==> src/rtl/flash_read_arbiter_if.sv <==
// -----------------------------------------------------------------------------
// flash_read_arbiter_if
//   Avalon-MM read-only bus between the flash read arbiter and the flash
//   controller IP.
//
//   Signals:
//     flash_read          arbiter -> flash  read strobe
//     flash_addr          arbiter -> flash  word address
//     flash_waitrequest   flash -> arbiter  command stall
//     flash_readdatavalid flash -> arbiter  read data valid
//     flash_readdata      flash -> arbiter  read data
//
//   Handshake: a read command is presented while flash_read is high and is
//   accepted on the first rising edge where flash_waitrequest is low. The
//   response is the single cycle in which flash_readdatavalid is high; the
//   word on flash_readdata is taken in that cycle.
//
//   Modports: master (arbiter side), slave (flash controller side).
// -----------------------------------------------------------------------------
interface flash_read_arbiter_if #(
    parameter int ADDR_W = 23,
    parameter int DATA_W = 32
) ();
    logic              flash_read;
    logic [ADDR_W-1:0] flash_addr;
    logic              flash_waitrequest;
    logic              flash_readdatavalid;
    logic [DATA_W-1:0] flash_readdata;

    modport master (
        output flash_read,
        output flash_addr,
        input  flash_waitrequest,
        input  flash_readdatavalid,
        input  flash_readdata
    );

    modport slave (
        input  flash_read,
        input  flash_addr,
        output flash_waitrequest,
        output flash_readdatavalid,
        output flash_readdata
    );
endinterface

==> src/rtl/flash_read_arbiter.sv <==
// -----------------------------------------------------------------------------
// flash_read_arbiter
//   Shares the single Avalon-MM flash read port between requester 0 (audio
//   sample fetch) and requester 1 (auxiliary LCD/picoblaze table reader).
//   Round-robin on ties, one outstanding read at a time. The word returned
//   by the flash is registered in rdata and announced to the owning
//   requester by a one-cycle doneN pulse.
//
//   Ports:
//     CLK_50M, rst_n        clock, asynchronous active-low reset
//     reqN / addrN          level request (held until doneN) and word address
//     gntN                  requester N owns the flash port (ISSUE..DELIVER)
//     doneN                 one-cycle pulse, rdata valid for requester N
//     errN                  one-cycle pulse with doneN on watchdog timeout
//     rdata                 registered read data, held until next capture
//     busy                  high whenever the FSM is not IDLE
//     dbg_state             current FSM state encoding
//     flash                 Avalon-MM master port (flash_read_arbiter_if)
//
//   Build option:
//     FLASH_ARB_TIMEOUT_EN  when defined, a watchdog abandons a read that
//                           has not completed TIMEOUT_CYC cycles after entry
//                           to ISSUE; rdata is cleared and errN pulses with
//                           doneN. When undefined, errN is tied low and the
//                           arbiter waits indefinitely.
// -----------------------------------------------------------------------------
module flash_read_arbiter #(
    parameter int ADDR_W      = 23,
    parameter int DATA_W      = 32,
    parameter int TIMEOUT_CYC = 255
) (
    input  logic              CLK_50M,
    input  logic              rst_n,

    input  logic              req0,
    input  logic [ADDR_W-1:0] addr0,
    output logic              gnt0,
    output logic              done0,
    output logic              err0,

    input  logic              req1,
    input  logic [ADDR_W-1:0] addr1,
    output logic              gnt1,
    output logic              done1,
    output logic              err1,

    output logic [DATA_W-1:0] rdata,
    output logic              busy,
    output logic [1:0]        dbg_state,

    flash_read_arbiter_if.master flash
);

    typedef enum logic [1:0] {
        S_IDLE      = 2'd0,
        S_ISSUE     = 2'd1,
        S_WAIT_DATA = 2'd2,
        S_DELIVER   = 2'd3
    } state_t;

    state_t            state_q, state_d;
    logic              owner_q, owner_d;
    logic              last_owner_q, last_owner_d;
    logic [ADDR_W-1:0] addr_q, addr_d;
    logic [DATA_W-1:0] rdata_q, rdata_d;
    logic              pick;

`ifdef FLASH_ARB_TIMEOUT_EN
    localparam int CNT_W = $clog2(TIMEOUT_CYC + 1);

    logic [CNT_W-1:0] cnt_q, cnt_d;
    logic             timed_out_q, timed_out_d;
    logic             tmo_hit;

    // The counter holds 0 in the first ISSUE cycle, so the watchdog fires
    // on the edge where it would have reached TIMEOUT_CYC.
    assign tmo_hit = (cnt_q == CNT_W'(TIMEOUT_CYC - 1));
`endif

    // Round-robin: with both requesting, the one that did not go last wins.
    // last_owner resets to 1 so requester 0 wins the first tie.
    always_comb begin
        pick = 1'b0;
        if (req0 && req1) begin
            pick = ~last_owner_q;
        end else if (req1) begin
            pick = 1'b1;
        end
    end

    always_ff @(posedge CLK_50M or negedge rst_n) begin
        if (!rst_n) begin
            state_q      <= S_IDLE;
            owner_q      <= 1'b0;
            last_owner_q <= 1'b1;
            addr_q       <= '0;
            rdata_q      <= '0;
        end else begin
            state_q      <= state_d;
            owner_q      <= owner_d;
            last_owner_q <= last_owner_d;
            addr_q       <= addr_d;
            rdata_q      <= rdata_d;
        end
    end

`ifdef FLASH_ARB_TIMEOUT_EN
    always_ff @(posedge CLK_50M or negedge rst_n) begin
        if (!rst_n) begin
            cnt_q       <= '0;
            timed_out_q <= 1'b0;
        end else begin
            cnt_q       <= cnt_d;
            timed_out_q <= timed_out_d;
        end
    end
`endif

    always_comb begin
        state_d      = state_q;
        owner_d      = owner_q;
        last_owner_d = last_owner_q;
        addr_d       = addr_q;
        rdata_d      = rdata_q;
`ifdef FLASH_ARB_TIMEOUT_EN
        cnt_d        = cnt_q;
        timed_out_d  = timed_out_q;
`endif
        unique case (state_q)
            S_IDLE: begin
                if (req0 || req1) begin
                    owner_d = pick;
                    addr_d  = pick ? addr1 : addr0;
                    state_d = S_ISSUE;
`ifdef FLASH_ARB_TIMEOUT_EN
                    cnt_d       = '0;
                    timed_out_d = 1'b0;
`endif
                end
            end
            S_ISSUE: begin
`ifdef FLASH_ARB_TIMEOUT_EN
                cnt_d = cnt_q + CNT_W'(1);
                if (tmo_hit) begin
                    rdata_d     = '0;
                    timed_out_d = 1'b1;
                    state_d     = S_DELIVER;
                end else
`endif
                if (!flash.flash_waitrequest) begin
                    state_d = S_WAIT_DATA;
                end
            end
            S_WAIT_DATA: begin
`ifdef FLASH_ARB_TIMEOUT_EN
                cnt_d = cnt_q + CNT_W'(1);
`endif
                // Data arriving in the same cycle as the watchdog still wins.
                if (flash.flash_readdatavalid) begin
                    rdata_d = flash.flash_readdata;
                    state_d = S_DELIVER;
                end
`ifdef FLASH_ARB_TIMEOUT_EN
                else if (tmo_hit) begin
                    rdata_d     = '0;
                    timed_out_d = 1'b1;
                    state_d     = S_DELIVER;
                end
`endif
            end
            S_DELIVER: begin
                last_owner_d = owner_q;
                state_d      = S_IDLE;
            end
            default: begin
                state_d = S_IDLE;
            end
        endcase
    end

    // All handshake outputs decode registered state, so an asynchronous
    // reset drops them immediately.
    assign busy             = (state_q != S_IDLE);
    assign gnt0             = busy && !owner_q;
    assign gnt1             = busy &&  owner_q;
    assign done0            = (state_q == S_DELIVER) && !owner_q;
    assign done1            = (state_q == S_DELIVER) &&  owner_q;
    assign rdata            = rdata_q;
    assign dbg_state        = state_q;
    assign flash.flash_read = (state_q == S_ISSUE);
    assign flash.flash_addr = addr_q;

`ifdef FLASH_ARB_TIMEOUT_EN
    assign err0 = done0 && timed_out_q;
    assign err1 = done1 && timed_out_q;
`else
    assign err0 = 1'b0;
    assign err1 = 1'b0;
`endif

endmodule

==> src/flat_wrapper.sv <==
// flat-port wrapper written by rule: the top's interface ports become plain ports
module flash_read_arbiter_flat 
#(
    parameter int ADDR_W      = 23,
    parameter int DATA_W      = 32,
    parameter int TIMEOUT_CYC = 255
)
  (CLK_50M, rst_n, req0, addr0, gnt0, done0, err0, req1, addr1, gnt1, done1, err1, rdata, busy, dbg_state, flash_flash_read, flash_flash_addr, flash_flash_waitrequest, flash_flash_readdatavalid, flash_flash_readdata);
  flash_read_arbiter_if #(.ADDR_W(ADDR_W), .DATA_W(DATA_W)) flash_i ();
  input  logic CLK_50M;
  input  logic rst_n;
  input  logic req0;
  input  logic [ADDR_W-1:0] addr0;
  output logic gnt0;
  output logic done0;
  output logic err0;
  input  logic req1;
  input  logic [ADDR_W-1:0] addr1;
  output logic gnt1;
  output logic done1;
  output logic err1;
  output logic [DATA_W-1:0] rdata;
  output logic busy;
  output logic [1:0] dbg_state;
  output wire logic [$bits(flash_i.flash_read)-1:0] flash_flash_read;
  output wire logic [$bits(flash_i.flash_addr)-1:0] flash_flash_addr;
  input wire logic [$bits(flash_i.flash_waitrequest)-1:0] flash_flash_waitrequest;
  input wire logic [$bits(flash_i.flash_readdatavalid)-1:0] flash_flash_readdatavalid;
  input wire logic [$bits(flash_i.flash_readdata)-1:0] flash_flash_readdata;
  assign flash_flash_read = flash_i.flash_read;
  assign flash_flash_addr = flash_i.flash_addr;
  assign flash_i.flash_waitrequest = flash_flash_waitrequest;
  assign flash_i.flash_readdatavalid = flash_flash_readdatavalid;
  assign flash_i.flash_readdata = flash_flash_readdata;
  flash_read_arbiter #(.ADDR_W(ADDR_W), .DATA_W(DATA_W), .TIMEOUT_CYC(TIMEOUT_CYC)) u_core (.CLK_50M(CLK_50M), .rst_n(rst_n), .req0(req0), .addr0(addr0), .gnt0(gnt0), .done0(done0), .err0(err0), .req1(req1), .addr1(addr1), .gnt1(gnt1), .done1(done1), .err1(err1), .rdata(rdata), .busy(busy), .dbg_state(dbg_state), .flash(flash_i));
endmodule
==> config.mk <==
export PLATFORM = sky130hd
export DESIGN_NAME = flash_read_arbiter_flat
export DESIGN_NICKNAME = d
export VERILOG_FILES = /design/src/rtl/flash_read_arbiter_if.sv /design/src/rtl/flash_read_arbiter.sv /design/src/flat_wrapper.sv
export SDC_FILE = /design/constraint.sdc
export NUM_CORES = 1
export LEC_CHECK = 0
export CORE_MARGIN = 8
export CORE_UTILIZATION = 37
export DETAILED_ROUTE_END_ITERATION = 8
export PLACE_DENSITY = 0.79
export REMOVE_ABC_BUFFERS = 1
export SETUP_SLACK_MARGIN = 0.5
export SYNTH_ARGS = -nofsm -noshare
export SYNTH_HDL_FRONTEND = slang
export SYNTH_SLANG_ARGS = --single-unit
==> constraint.sdc <==
create_clock -name CLK_50M -period 1.83 [get_ports CLK_50M]
set_clock_uncertainty 0.05 [all_clocks]
set_input_delay 0.366 -clock CLK_50M [delete_from_list [all_inputs] [get_ports CLK_50M]]
set_output_delay 0.366 -clock CLK_50M [all_outputs]
set_load 0.02 [all_outputs]
==> results of run 1 <==
cell usage after synthesis (3+ instances only):
| library cell | number | area (um2) |
|---|---|---|
| inv_1 | 3 | 11.3 |
| a31oi_1 | 23 | 144 |
| nor2_1 | 26 | 97.6 |
| buf_2 | 10 | 50.1 |
| nand2_1 | 48 | 180 |
| dfrtp_1 | 58 | 1450 |
| ha_1 | 4 | 50.1 |
| buf_4 | 3 | 22.5 |
| mux2_2 | 33 | 372 |
through the flow:
step / TNS, ns / setup slack, ns / hold slack, ns / std cells / power (W)
after floorplan: -13.08 / -0.259 / 0.0204 / 209 / 0.00440
after global placement: 0 / 0.0456 / 0.330 / 445 / 0.00645
after detailed placement: -0.0114 / -0.0104 / 0.334 / 445 / 0.00656
after CTS: 0 / 0.132 / 0.452 / 483 / 0.00856
after global routing: 0 / 0.0739 / 0.465 / 489 / 0.00932
final: 0 / 0.101 / 0.450 / 489 / 0.00885
per-layer routing:
| layer | vias to the layer above | track usage (%) | wire length, um |
|---|---|---|---|
| met4 | 0 | 4.37 | 71 |
| li1 | 1112 | - | - |
| met2 | 109 | 31.4 | 4490 |
| met3 | 6 | 8.82 | 864 |
| met1 | 1146 | 20.6 | 3600 |
| met5 | - | 0 | 0 |
cell usage in the layout (no fill, tap or decap), drive strengths merged:
cell           Yosys  final
buf               13    101
clkdlybuf4s50      0     82
dfrtp             58     58
nand2             48     48
mux2              34     34
nor2              26     26
a31oi             23     23
clkbuf             1     12
ha                 4      4
inv                4      4
bufinv             0      3
conb               1      2
nor2b              1      1
and2               1      1
a21bo              1      1
o21a               1      1
a21boi             1      1
nand2b             1      1
o311a              1      1
a2bb2oi            1      1
o22ai              1      1
clkinv             0      1
dlygate4sd3        0      1
dfstp              1      1
flip-flops by register name, indices dropped and copies added (netlist names):
| register | flops |
|---|---|
| u_core.dbg_state | 2 |
| u_core.flash.flash_addr | 23 |
| u_core.last_owner_q | 1 |
| u_core.owner_q | 1 |
| u_core.rdata | 32 |
worst paths after layout:
path,depth (start not counted),endpoint,startpoint
setup / recovery,5,gnt1,u_core.dbg_state[1]
hold / removal,1,u_core.rdata[0],u_core.rdata[0]
setup reg to reg,7,u_core.rdata[4],u_core.dbg_state[1]
hold reg to reg,1,u_core.rdata[0],u_core.rdata[0]
max in group asynchronous,3,u_core.rdata[30],rst_n
min in group asynchronous,3,u_core.flash.flash_addr[6],rst_n
worst max-delay path, delay by kind of cell (launching register included):
kind,cells,cell delay (ns)
buffers and inverters,3,0.29
adder cells (fa/ha/maj),1,0.17
AND/OR/NAND/NOR,1,0.13
flip-flops,1,0.40
cells by family (layout without fill, tap and decap cells):
kind of cell             count (synthesis)  after routing  synth area share (%)
buffers and inverters                   18            204                  3.65
adder cells (fa/ha/maj)                  4              4                  2.00
AND/OR/NAND/NOR                         77             77                  11.8
flip-flops                              59             59                  59.0
AO/OA/AOI/OAI                           29             29                  7.90
other                                    1              2                 0.150
multiplexers                            34             34                  15.4
report_power, final:
group / internal [W] / switching [W]
registers: 0.00199 / 0.000388
clock network: 0.00101 / 0.000512
logic: 0.00256 / 0.00239
final cells by class:
| class | count | area, um2 | share of cell area, % |
|---|---|---|---|
| multi-input cells | 146 | 1080 | 22.8 |
| inverters | 4 | 17.5 | 0.370 |
| well taps | 80 | 100 | 2.11 |
| repair buffers | 184 | 1800 | 38.0 |
| clock buffers | 12 | 165 | 3.49 |
| clock inverters | 4 | 95.1 | 2.01 |
| flip-flops and latches | 59 | 1480 | 31.2 |
what timing repair did:
| action | 4_1_cts | 5_1_grt |
|---|---|---|
| endpoints found under the setup margin | 121 | 78 |
| gates cloned | 9 | 0 |
| setup buffers | 12 | 6 |
| gates resized for setup | 304 | 32 |
| hold endpoints to repair | 23 | 0 |
| pin swaps | 4 | 2 |
| hold buffers | 1 | 0 |
==> reports/qor.yml, run 1 <==
critPathLaunchType: "register"
start_util_pct: 37.5
final_nets: 492
fmax_ghz: 0.578
seq_area_frac_synth_pct: 59.0
rsz0062_at_grt: "yes"
fp.dieH_um: 98.3
hp-class: "reg2reg"
htreeDepth: 3
status: "complete, no violations"
syn-cell-area_um2: 2500
drtIter0Drc: 64
wire_per_inst_um: 18.5
ir_drop_mv: 0.830
hold_viol: 0
dieArea_um2: 9660
power_density_nw_per_um2: 1870
dp_hpwl_um: 5670
place_area_um2: 4110
ant_nets: 0
fp.dieW_um: 98.3
drive_gt1_share_pct: 41.8
grt_first_pass_wirelength_um: 14200
finalCritPeriodShare_pct: 94.5
path_max_fanout: 4
ios: 149
gp_congestion: 0.748
fin_area_um2: 4730
clk_pin_slew_ns: 0.07
async_flop_share_pct: 100
slew_viol_final: 0
cts_tree: "yes"
core_area_um2: 6680
critPathRequiredTime_ns: 1.41
grt_pass1_vias: 2630
critical_path_arrival_ns: 1.31
drc_errors: 0
num_vias: 2373
path_class: "reg2out"
path_cells: "buf_6 -> inv_4 -> ha_4 -> nor2_2 -> buf_6"
insertion_delay_ns: 0.32
syn_avg_cell_area_um2: 11.3
synth_warnings: 0
p_leak_nw: 2.19
cp-end-kind: "output pin"
cts_sinks: 59
synth_edf_count: 0
antenna_found_initial: 0
fillers: 525
critPathSlowestCell: "dfrtp_1"
antennaDiodeCount: 0
slowest_delay_ns: 0.40
synthCells: 222
fin_util_pct: 70.9
ys_ff_latch: 59
num_rows: 30
synth_cell_types: 23
grt-ovfl-total: 0
r2r_slack_ns: 0.12
wirelength_um: 9030
fin_crit_ns: 1.73
grt_max_degree: 36
grt_usage_pct: 18.6
ys.flop_type: "dfrtp_1"
dr.pass1.iters: 4
max_cap_violations: 0
port_buffers: 146
via_per_inst: 4.85
cts.path.max_buffers: 2
numCtsBuffers: 9
setup-violations-final: 0
area_delta_synth_final_pct: 89.1
crit_top_cell: "buf_6"
cts_root_buf: "clkbuf_8"
Note: power is estimated with default switching activity, not from simulation.
==> inputs of run 2 (changes only) <==
CORE_UTILIZATION = 42   (was 37)
CTS_BUF_LIST = sky130_fd_sc_hd__clkbuf_8   (was not set)
PLACE_DENSITY = 0.89   (was 0.79)
clock period = 2.05 ns   (was 1.83 ns; I/O delays follow)
==> run 2 against run 1 <==
Against the previous run:
- design area is 4.7% lower
- largest power group unchanged
- highest routed layer unchanged
- first-iteration DRC count is 33% lower
- critical path type unchanged
- core utilization increased by 6.2 points
- via count is 2.2% lower
==> reports/qor.yml, run 2 (synthesis results as in run 1) <==
ant_nets: 0
fin_area_um2: 4510
wire_per_inst_um: 18.5
status: "complete, no violations"
fp.dieH_um: 93.2
clk_pin_slew_ns: 0.06
grt_max_degree: 60
r2r-end: "u_core.dbg_state[1]"
p_switching_w: 0.00279
fin_util_pct: 77.1
critPathCapture: "flash_flash_read"
final_cell_mix: "clkdlybuf4s50_1, dfrtp_1, dlygate4sd2_1"
postCtsHoldBufs: 0
finalCritPeriodShare_pct: 85.2
path_max_fanout: 4
dp.cells: 435
fillers: 403
via_per_inst: 4.97
finalPower_w: 0.00697
grt_usage_pct: 19.6
cts_tree: "yes"
r2r-start: "u_core.dbg_state[1]"
largest_register_ffs: 32
htreeDepth: 3
drc_errors: 0
num_rows: 28
dp_hpwl_um: 5760
grt_first_pass_wirelength_um: 13300
slew_viol_final: 0
r2r_slack_ns: 0.38
antennaDiodeCount: 0
grt_pass1_vias: 2634
clockPowerShare_pct: 13.2
layout_commonest_cell: "clkdlybuf4s50_1"
gp_congestion: 0.804
max_cap_violations: 0
ir_drop_mv: 0.808
grt-ovfl-total: 0
final_nets: 475
cts.path.max_buffers: 2
dieArea_um2: 8690
numCtsBuffers: 9
fp.dieW_um: 93.2
place_area_um2: 4070
rsz0062_at_grt: "yes"
num_vias: 2320
hp-class: "in2async"
drive_gt1_share_pct: 24.2
fin_crit_ns: 1.75
start_util_pct: 42.8
p_int_w: 0.00418
cts_sinks: 59
setup-violations-final: 0
fmax_ghz: 0.573
antenna_found_initial: 0
combPwrFrac_pct: 56.3
cts_root_buf: "clkbuf_8"
insertion_delay_ns: 0.32
p_sw_share_pct: 40.0
area_delta_synth_final_pct: 80.2
wirelength_um: 8620
path_class: "reg2out"
p_seq_share_pct: 30.5
critical_path_arrival_ns: 1.29
holdWs_ns: 0.0350
drtIter0Drc: 43
hold_viol: 0
reg2reg_depth: 6
cp-end-kind: "output pin"
ios: 149
dr.pass1.iters: 4
critPathLaunchType: "register"
critPathRequiredTime_ns: 1.59
finalNonFillerCells: 467
power_density_nw_per_um2: 1540
port_buffers: 146
p_leak_nw: 2.04
crit_start: "u_core.dbg_state[0]"
core_area_um2: 5850
-- run 2: cell count changes in the layout (fill, tap and decap cells not counted), moves of 3 or more --
cell,delta
dlygate4sd2_1,+49
inv_1,+3
mux2_4,-5
clkdlybuf4s15_1,+6
buf_2,-44
mux2_2,+5
bufinv_16,-3
nor2_2,-4
buf_4,-10
buf_16,-6
buf_6,-10
-- run 2: metrics by stage --
step | setup slack, ns | TNS, ns
after CTS | 0.289 | 0
after global routing | 0.261 | 0
after global placement | 0.0605 | 0
after floorplan | -0.0386 | -1.24
final | 0.304 | 0
after detailed placement | 0.0255 | 0
-- run 2: worst min-delay path by stage --
stage | slack [ns] | endpoint | startpoint | cells past startpoint
finish | 0.03 | u_core.rdata[24] | rst_n | 2
global route | 0.05 | u_core.rdata[20] | rst_n | 2
CTS | 0.04 | u_core.rdata[11] | rst_n | 2
detailed placement | 0.39 | u_core.rdata[11] | rst_n | 2
global placement | 0.39 | u_core.rdata[11] | rst_n | 2
floorplan | 0.06 | u_core.dbg_state[0] | rst_n | 0
-- run 2: power groups by stage --
stage               clock, W  sequential [W]  combinational (W)
floorplan                  0         0.00280            0.00112
CTS                 0.000933         0.00209            0.00376
finish              0.000918         0.00212            0.00393
global route        0.000996         0.00218            0.00419
detailed placement         0         0.00213            0.00367
global placement           0         0.00208            0.00359
-- run 2: layer usage --
layer / part of all wire, % / up-vias / track usage, %
li1: - / 1076 / -
met1: 36 / 1105 / 19.8
met2: 50 / 122 / 33.4
met3: 12 / 17 / 10.5
met4: 2.8 / 0 / 7.65
met5: 0 / - / 0
-- run 2: final cells by class --
class | instances | area, um2 | share of cell area [%]
clock inverters | 5 | 21.3 | 0.472
clock buffers | 11 | 151 | 3.36
repair buffers | 167 | 1690 | 37.4
multi-input cells | 146 | 1060 | 23.5
flip-flops and latches | 59 | 1480 | 32.8
inverters | 4 | 17.5 | 0.388
well taps | 75 | 93.8 | 2.08
-- run 2: worst max-delay path, stage by stage, from the launching register on --
cell and delay [ns]:
dfrtp_2 0.44, buf_6 0.13, buf_6 0.11, ha_4 0.15
buf_6 0.12
-- run 2: what timing repair did --
action | CTS | global route
setup buffers | 10 | 2
pin swaps | 7 | 3
resized for setup | 125 | 18
endpoints found under the setup margin | 120 | 72
cloned | 3 | 1
